**src/rtl/r_instruction.sv**
```systemverilog
// Single-cycle MIPS R-type datapath: PC, fixed instruction ROM, 32x32 register file, ALU, write-back.
// Optional feature: define R_INSTR_NOR_EN to add funct 39 (nor).
module r_instruction #(
    parameter int IMEM_DEPTH = 32,
    parameter int DATA_W     = 32
) (
    input  logic              clk,
    input  logic              rst,
    output logic [31:0]       inst,
    output logic [DATA_W-1:0] rs_data,
    output logic [DATA_W-1:0] rt_data,
    output logic [DATA_W-1:0] alu_result,
    output logic              zero,
    output logic [DATA_W-1:0] out_ram,
    output logic [31:0]       pc
);

    localparam int IDX_W = $clog2(IMEM_DEPTH);

    logic [31:0]       r_pc;
    logic [DATA_W-1:0] r_regs [32];
    logic [DATA_W-1:0] r_outRam;

    logic [IDX_W-1:0]  w_index;
    logic [31:0]       w_inst;
    logic [4:0]        w_rs;
    logic [4:0]        w_rt;
    logic [4:0]        w_rd;
    logic [5:0]        w_funct;
    logic [DATA_W-1:0] w_rsData;
    logic [DATA_W-1:0] w_rtData;
    logic [DATA_W-1:0] w_aluResult;
    logic              w_writeEn;

    function automatic logic [31:0] romWord(input logic [IDX_W-1:0] idx);
        case (int'(idx))
            0:       return 32'h0022_1820;
            1:       return 32'h00A3_2022;
            2:       return 32'h00E6_4024;
            3:       return 32'h0101_4825;
            4:       return 32'h0083_502A;
            default: return 32'h0000_0000;
        endcase
    endfunction

    assign w_index = r_pc[IDX_W+1:2];
    assign w_inst  = romWord(w_index);

    assign w_rs    = w_inst[25:21];
    assign w_rt    = w_inst[20:16];
    assign w_rd    = w_inst[15:11];
    assign w_funct = w_inst[5:0];

    // Register $0 is hardwired to zero on read; its storage is never trusted.
    assign w_rsData = (w_rs == 5'd0) ? '0 : r_regs[w_rs];
    assign w_rtData = (w_rt == 5'd0) ? '0 : r_regs[w_rt];

    always_comb begin
        w_aluResult = '0;
        w_writeEn   = 1'b0;
        case (w_funct)
            6'd32: begin
                w_aluResult = w_rsData + w_rtData;
                w_writeEn   = 1'b1;
            end
            6'd34: begin
                w_aluResult = w_rsData - w_rtData;
                w_writeEn   = 1'b1;
            end
            6'd36: begin
                w_aluResult = w_rsData & w_rtData;
                w_writeEn   = 1'b1;
            end
            6'd37: begin
                w_aluResult = w_rsData | w_rtData;
                w_writeEn   = 1'b1;
            end
            6'd42: begin
                w_aluResult = {{(DATA_W-1){1'b0}}, ($signed(w_rsData) < $signed(w_rtData))};
                w_writeEn   = 1'b1;
            end
`ifdef R_INSTR_NOR_EN
            6'd39: begin
                w_aluResult = ~(w_rsData | w_rtData);
                w_writeEn   = 1'b1;
            end
`endif
            default: begin
                w_aluResult = '0;
                w_writeEn   = 1'b0;
            end
        endcase
    end

    // Reset restores the identity register image (reg[i] = i) as well as pc/out_ram.
    always_ff @(posedge clk or negedge rst) begin
        if (!rst) begin
            r_pc     <= 32'd0;
            r_outRam <= '0;
            for (int i = 0; i < 32; i++) begin
                r_regs[i] <= DATA_W'(i);
            end
        end else begin
            r_pc <= r_pc + 32'd4;
            if (w_writeEn) begin
                if (w_rd != 5'd0) begin
                    r_regs[w_rd] <= w_aluResult;
                end
                r_outRam <= w_aluResult;
            end
        end
    end

    assign inst       = w_inst;
    assign rs_data    = w_rsData;
    assign rt_data    = w_rtData;
    assign alu_result = w_aluResult;
    assign zero       = (w_aluResult == '0);
    assign out_ram    = r_outRam;
    assign pc         = r_pc;

endmodule

```
**config.mk**
```make
export PLATFORM = sky130hd
export DESIGN_NAME = r_instruction
export DESIGN_NICKNAME = d
export VERILOG_FILES = /design/src/rtl/r_instruction.sv
export SDC_FILE = /design/constraint.sdc
export NUM_CORES = 1
export LEC_CHECK = 0
export ABC_AREA = 1
export CAP_MARGIN = 20
export CORE_MARGIN = 1.5
export CORE_UTILIZATION = 54
export DETAILED_ROUTE_END_ITERATION = 8
export GPL_ROUTABILITY_DRIVEN = 0
export PLACE_DENSITY = 0.89
export SYNTH_ARGS = -nofsm -noshare
export SYNTH_HDL_FRONTEND = slang
export SYNTH_SLANG_ARGS = --single-unit
```
**constraint.sdc**
```tcl
create_clock -name clk -period 6.7 [get_ports clk]
set_input_delay 2.01 -clock clk [delete_from_list [all_inputs] [get_ports clk]]
set_output_delay 2.01 -clock clk [all_outputs]
set_load 0.02 [all_outputs]
```
==> results of run 1 <==
==> per-stage QoR <==
| stage | util (%) | instance area [um^2] | instances | TNS (ns) |
|---|---|---|---|---|
| after floorplan | - | 29300 | 3874 | 0 |
| after CTS | 74.2 | 39100 | 5036 | -5.04 |
| after detailed placement | 65.1 | 34300 | 4811 | -6.14 |
| after global placement | 65.1 | 34300 | 4811 | -3.26 |
==> repair_timing <==
action | in CTS
gates resized for setup | 613
setup endpoints to repair | 33
buffers inserted | 124
cloned | 10
pin swaps | 165
==> cell usage after synthesis (10+ instances only) <==
| library cell | number |
|---|---|
| a21oi_1 | 276 |
| nand2_4 | 10 |
| clkbuf_1 | 379 |
| o22ai_1 | 37 |
| nor2_1 | 253 |
| buf_1 | 31 |
| inv_2 | 13 |
| ha_1 | 99 |
| inv_1 | 499 |
| dfstp_2 | 26 |
| nand2_2 | 38 |
| o21ai_1 | 10 |
| nand3_2 | 13 |
| nand4_1 | 32 |
| buf_6 | 13 |
| dfrtp_1 | 476 |
| nor2_2 | 18 |
| buf_2 | 18 |
| buf_4 | 25 |
| nand2_1 | 710 |
| nand3_1 | 199 |
| xor2_1 | 14 |
| nor3_1 | 61 |
| o21ai_0 | 436 |
| o211ai_1 | 78 |
==> layer usage <==
metal  GRT overflow  GRT usage [%]
met1              0           64.2
met2              1           76.7
met3              0           58.7
met4              2           58.3
met5              0           40.1
==> kinds of logic after synthesis <==
family | count (synthesis) | share of synthesized area, %
AO/OA/AOI/OAI | 877 | 16.5
other | 1 | 0.0130
XOR/XNOR | 21 | 0.639
flip-flops | 502 | 43.7
AND/OR/NAND/NOR | 1372 | 21.1
adder cells (fa/ha/maj) | 101 | 4.44
buffers and inverters | 983 | 13.6
==> flow_metrics.tcl, run 1 <==
set metrics [dict create \
    lastStage "global routing" \
    cts_hold_buf 0 \
    synthTopCellsByArea "dfrtp_1, nand2_1, o21ai_0, inv_1, clkbuf_1" \
    async_flop_share_pct 100 \
    syn_area_per_cell_um2 7.47 \
    grt_pass1_vias 39288 \
    root_buffer "clkbuf_16" \
    clock-sinks 502 \
    yosysUniqueCellTypes 58 \
    synth-seq-area-share_pct 43.7 \
    hpwl_um 74600 \
    grt_max_degree 150 \
    yosysWarningCount 0 \
    syn_area_mm2 0.0288 \
    io_buffers 176 \
    cts_buffer_depth 3 \
    cts_made_buffers 49 \
    gr-total-overflow 3 \
    stop_error "[ERROR GRT-0116] Global routing finished with congestion. Check the congestion regions in the DRC Viewer." \
    initial_core_util_pct 54.7 \
    row_count 84 \
    synthesis.instances 3857 \
    track_usage_pct 65.1 \
    synth_top_area_cell "dfrtp_1" \
    grt_pass1_wl_um 256000 \
    cts.htree.levels 2 \
    synth-seq-cells 502 \
    dp_slack_ns -0.871 \
    synthDominantCellAreaShare_pct 41.4 \
    synth_edf_count 0 \
    fp.dieH_um 234 \
    pin_count 195 \
    status "stopped before the end" \
    dominantRegCellSynth "dfrtp_1" \
    die_x_um 234 \
]
==> run 2, diff against run 1 <==
CORE_UTILIZATION = 40   (was 54)
PLACE_DENSITY = unset   (was 0.89)
PLACE_DENSITY_LB_ADDON = 0.15   (was unset)
clock period = 8.7 ns   (was 6.7 ns; I/O delays follow)
==> run 2 against run 1 <==
  * The run now ends clean
  * Synthesized cell count did not move
  * Area after synthesis did not move
==> flow_metrics.tcl, run 2 <==
set metrics [dict create \
    status "finished clean" \
    path_class "flip-flop to output port" \
    clk-insertion-delay-late_ns 0.65 \
    ir_drop_v 0.000148 \
    fp.dieH_um 271 \
    timing_hold_violations_final 0 \
    worstRegToRegCells 26 \
    grtUsageMet1_pct 42.2 \
    vias 26159 \
    grt.met3_usage_pct 4.75 \
    pin_count 195 \
    min_from "r_regs[513]" \
    yosysUniqueCellTypes 58 \
    power.total_mw 4.91 \
    cts_tree "done" \
    diodes 0 \
    end_kind "output port" \
    slew_headroom_pct 21.9 \
    syn_area_mm2 0.0288 \
    p_switching_mw 1.09 \
    min_period_ns 8.60 \
    first_pass_iters 6 \
    synth.most_common_cell "nand2_1" \
    holdPathEnd "r_regs[513]" \
    ant_nets 0 \
    async_flop_share_pct 100 \
    coreArea_mm2 0.0714 \
    synthesis.instances 3857 \
    hpwl_um 75800 \
    worst_pin_slew_ns 1.17 \
    root_buffer "clkbuf_16" \
    maxSlewViolCount 0 \
    critPathMaxStageDelay_ns 0.41 \
    worst_slack_ns 0.100 \
    final_common_cell "nand2_1" \
    dominantRegCellSynth "dfrtp_1" \
    multi_input_area_mm2 0.0129 \
    required_ns 6.09 \
    routedWlPerCell_um 21.7 \
    row_count 98 \
    swShare_pct 22.2 \
    post-route-util_pct 49.1 \
    startpoint_type "flip-flop" \
    largest_reg_flops 440 \
    synth_edf_count 0 \
    die_area_mm2 0.0736 \
    cts.htree.levels 2 \
    critPathSlowestCell "dfrtp_1" \
    p_int_mw 3.82 \
    synthTopCellsByArea "dfrtp_1, nand2_1, o21ai_0, inv_1, clkbuf_1" \
    yosys-top-cells-count "nand2_1, inv_1, dfrtp_1" \
    cts_buffer_depth 3 \
    rr_startpoint "pc[6]" \
    place_inst 4787 \
    synthDominantCellAreaShare_pct 41.4 \
    drt-total-wl_um 107000 \
    crit_arrival_ns 5.99 \
    areaGrowthSynthToFinish_pct 21.7 \
    io_buffers 176 \
    power_frac_comb_pct 1.1 \
    final_cell_mix "nand2_1, inv_1, dfrtp_1, o21ai_0, buf_4" \
    clock-sinks 502 \
    grt_pass1_vias 24717 \
    nets 4037 \
    die_x_um 271 \
    clk_pin_slew_worst_paths_ns 0.06 \
    drt_iter0_markers 2829 \
    fin_crit_sh_pct 98.8 \
    regMostFlops "r_regs" \
    fillerInstances 7097 \
    fin_skew_ns 0.0603 \
    drv_cap 0 \
    viasPerCell 5.30 \
    final_area_mm2 0.0351 \
    finalSetupViolations 0 \
    layout-drive-gt1-share_pct 16.7 \
    yosysWarningCount 0 \
    gr-total-overflow 0 \
    synth-seq-area-share_pct 43.7 \
    drc 0 \
    crit_fanout 17 \
    grt_pass1_wl_um 159000 \
    clkPwrFrac_pct 51.3 \
    power_frac_seq_pct 47.6 \
    max_freq_mhz 116 \
    synth-seq-cells 502 \
    track_usage_pct 28.3 \
    syn_area_per_cell_um2 7.47 \
    holdPathStages 0 \
    p_leak_nw 16.8 \
    grt_antenna_before_repair 3 \
    synth_top_area_cell "dfrtp_1" \
    grt_max_degree 183 \
    grt.busiest_layer "met1" \
    reg2reg_slack_ns 3.57 \
    cts_made_buffers 57 \
    initial_core_util_pct 40.4 \
    hp-class "flip-flop to flip-flop" \
    fin_cells 4933 \
    p_per_area_mw_per_mm2 140 \
    r2r-end "r_regs[767]" \
    ff_latch_area_mm2 0.0126 \
    dp_slack_ns -0.150 \
    rsz0062_at_grt "true" \
    dpl-instance-area_mm2 0.0321 \
    use_met2_pct 41.5 \
]
run 2: cell counts after synthesis:
Identical to the previous run, type by type.
run 2: timing repair:
item                       4_1_cts  5_1_grt
pin swaps                        3       16
gates cloned                     3        3
setup buffers                   11       20
hold buffers                     0        0
setup endpoints to repair       10       17
resized for setup               23      141
run 2: power by group through the flow:
stage	logic (mW)	registers, mW	clock network (mW)
floorplan	0.0129	2.38	0
global route	0.0662	2.33	2.66
CTS	0.0597	2.34	2.57
global placement	0.0601	2.38	0
detailed placement	0.0596	2.38	0
finish	0.0560	2.34	2.52
run 2: cells by family (layout without fill, tap and decap cells):
family,count (synthesis),after routing,synth area share (%)
AOI/OAI and AO/OA,877,877,16.5
buffers and inverters,983,1092,13.6
DFF,502,502,43.7
other,1,18,0.0130
and+or+nand+nor,1372,1372,21.1
xor gates and xnor gates,21,21,0.639
adders and majority gates,101,101,4.44
run 2: how the worst max path moves through the flow:
stage	from	to	slack [ns]	depth (start not counted)
2_1_floorplan	pc[2]	zero	0.52	29
3_3_place_gp	pc[2]	zero	-0.12	32
3_5_place_dp	pc[2]	zero	-0.15	30
4_1_cts	pc[2]	zero	-0.01	36
5_1_grt	pc[3]	zero	-0.13	39
6_report	pc[3]	zero	0.10	29
run 2: cell type report:
type                            instances  share of cell area [%]
Timing Repair Buffer                  467                    12.7
Clock inverter                         23                   0.785
Tap cell                              950                    3.39
Multi-Input combinational cell       2389                    36.8
Clock buffer                           85                    4.86
Sequential cell                       502                    35.9
Inverter                              517                    5.60
run 2: critical path, delay by kind of cell, from the launching register on:
family	cells	cell delay, ns
adders and majority gates	2	0.42
buffers and inverters	9	1.59
DFF	1	0.41
AOI/OAI and AO/OA	3	0.56
and+or+nand+nor	15	2.36
run 2: through the flow:
step                      hold slack (ns)  setup TNS [ns]
after floorplan                     0.424               0
after global placement              0.356          -0.122
after detailed placement            0.357          -0.150
after CTS                           0.366         -0.0119
after global routing                0.369          -0.129
final                               0.365               0
run 2: metal layers:
layer / part of all wire (%) / routed length, um
met5: 0.022 / 24
met4: 3.6 / 3810
met3: 8.6 / 9210
met2: 43 / 45500
met1: 45 / 48400
(Power assumes the default switching activity.)
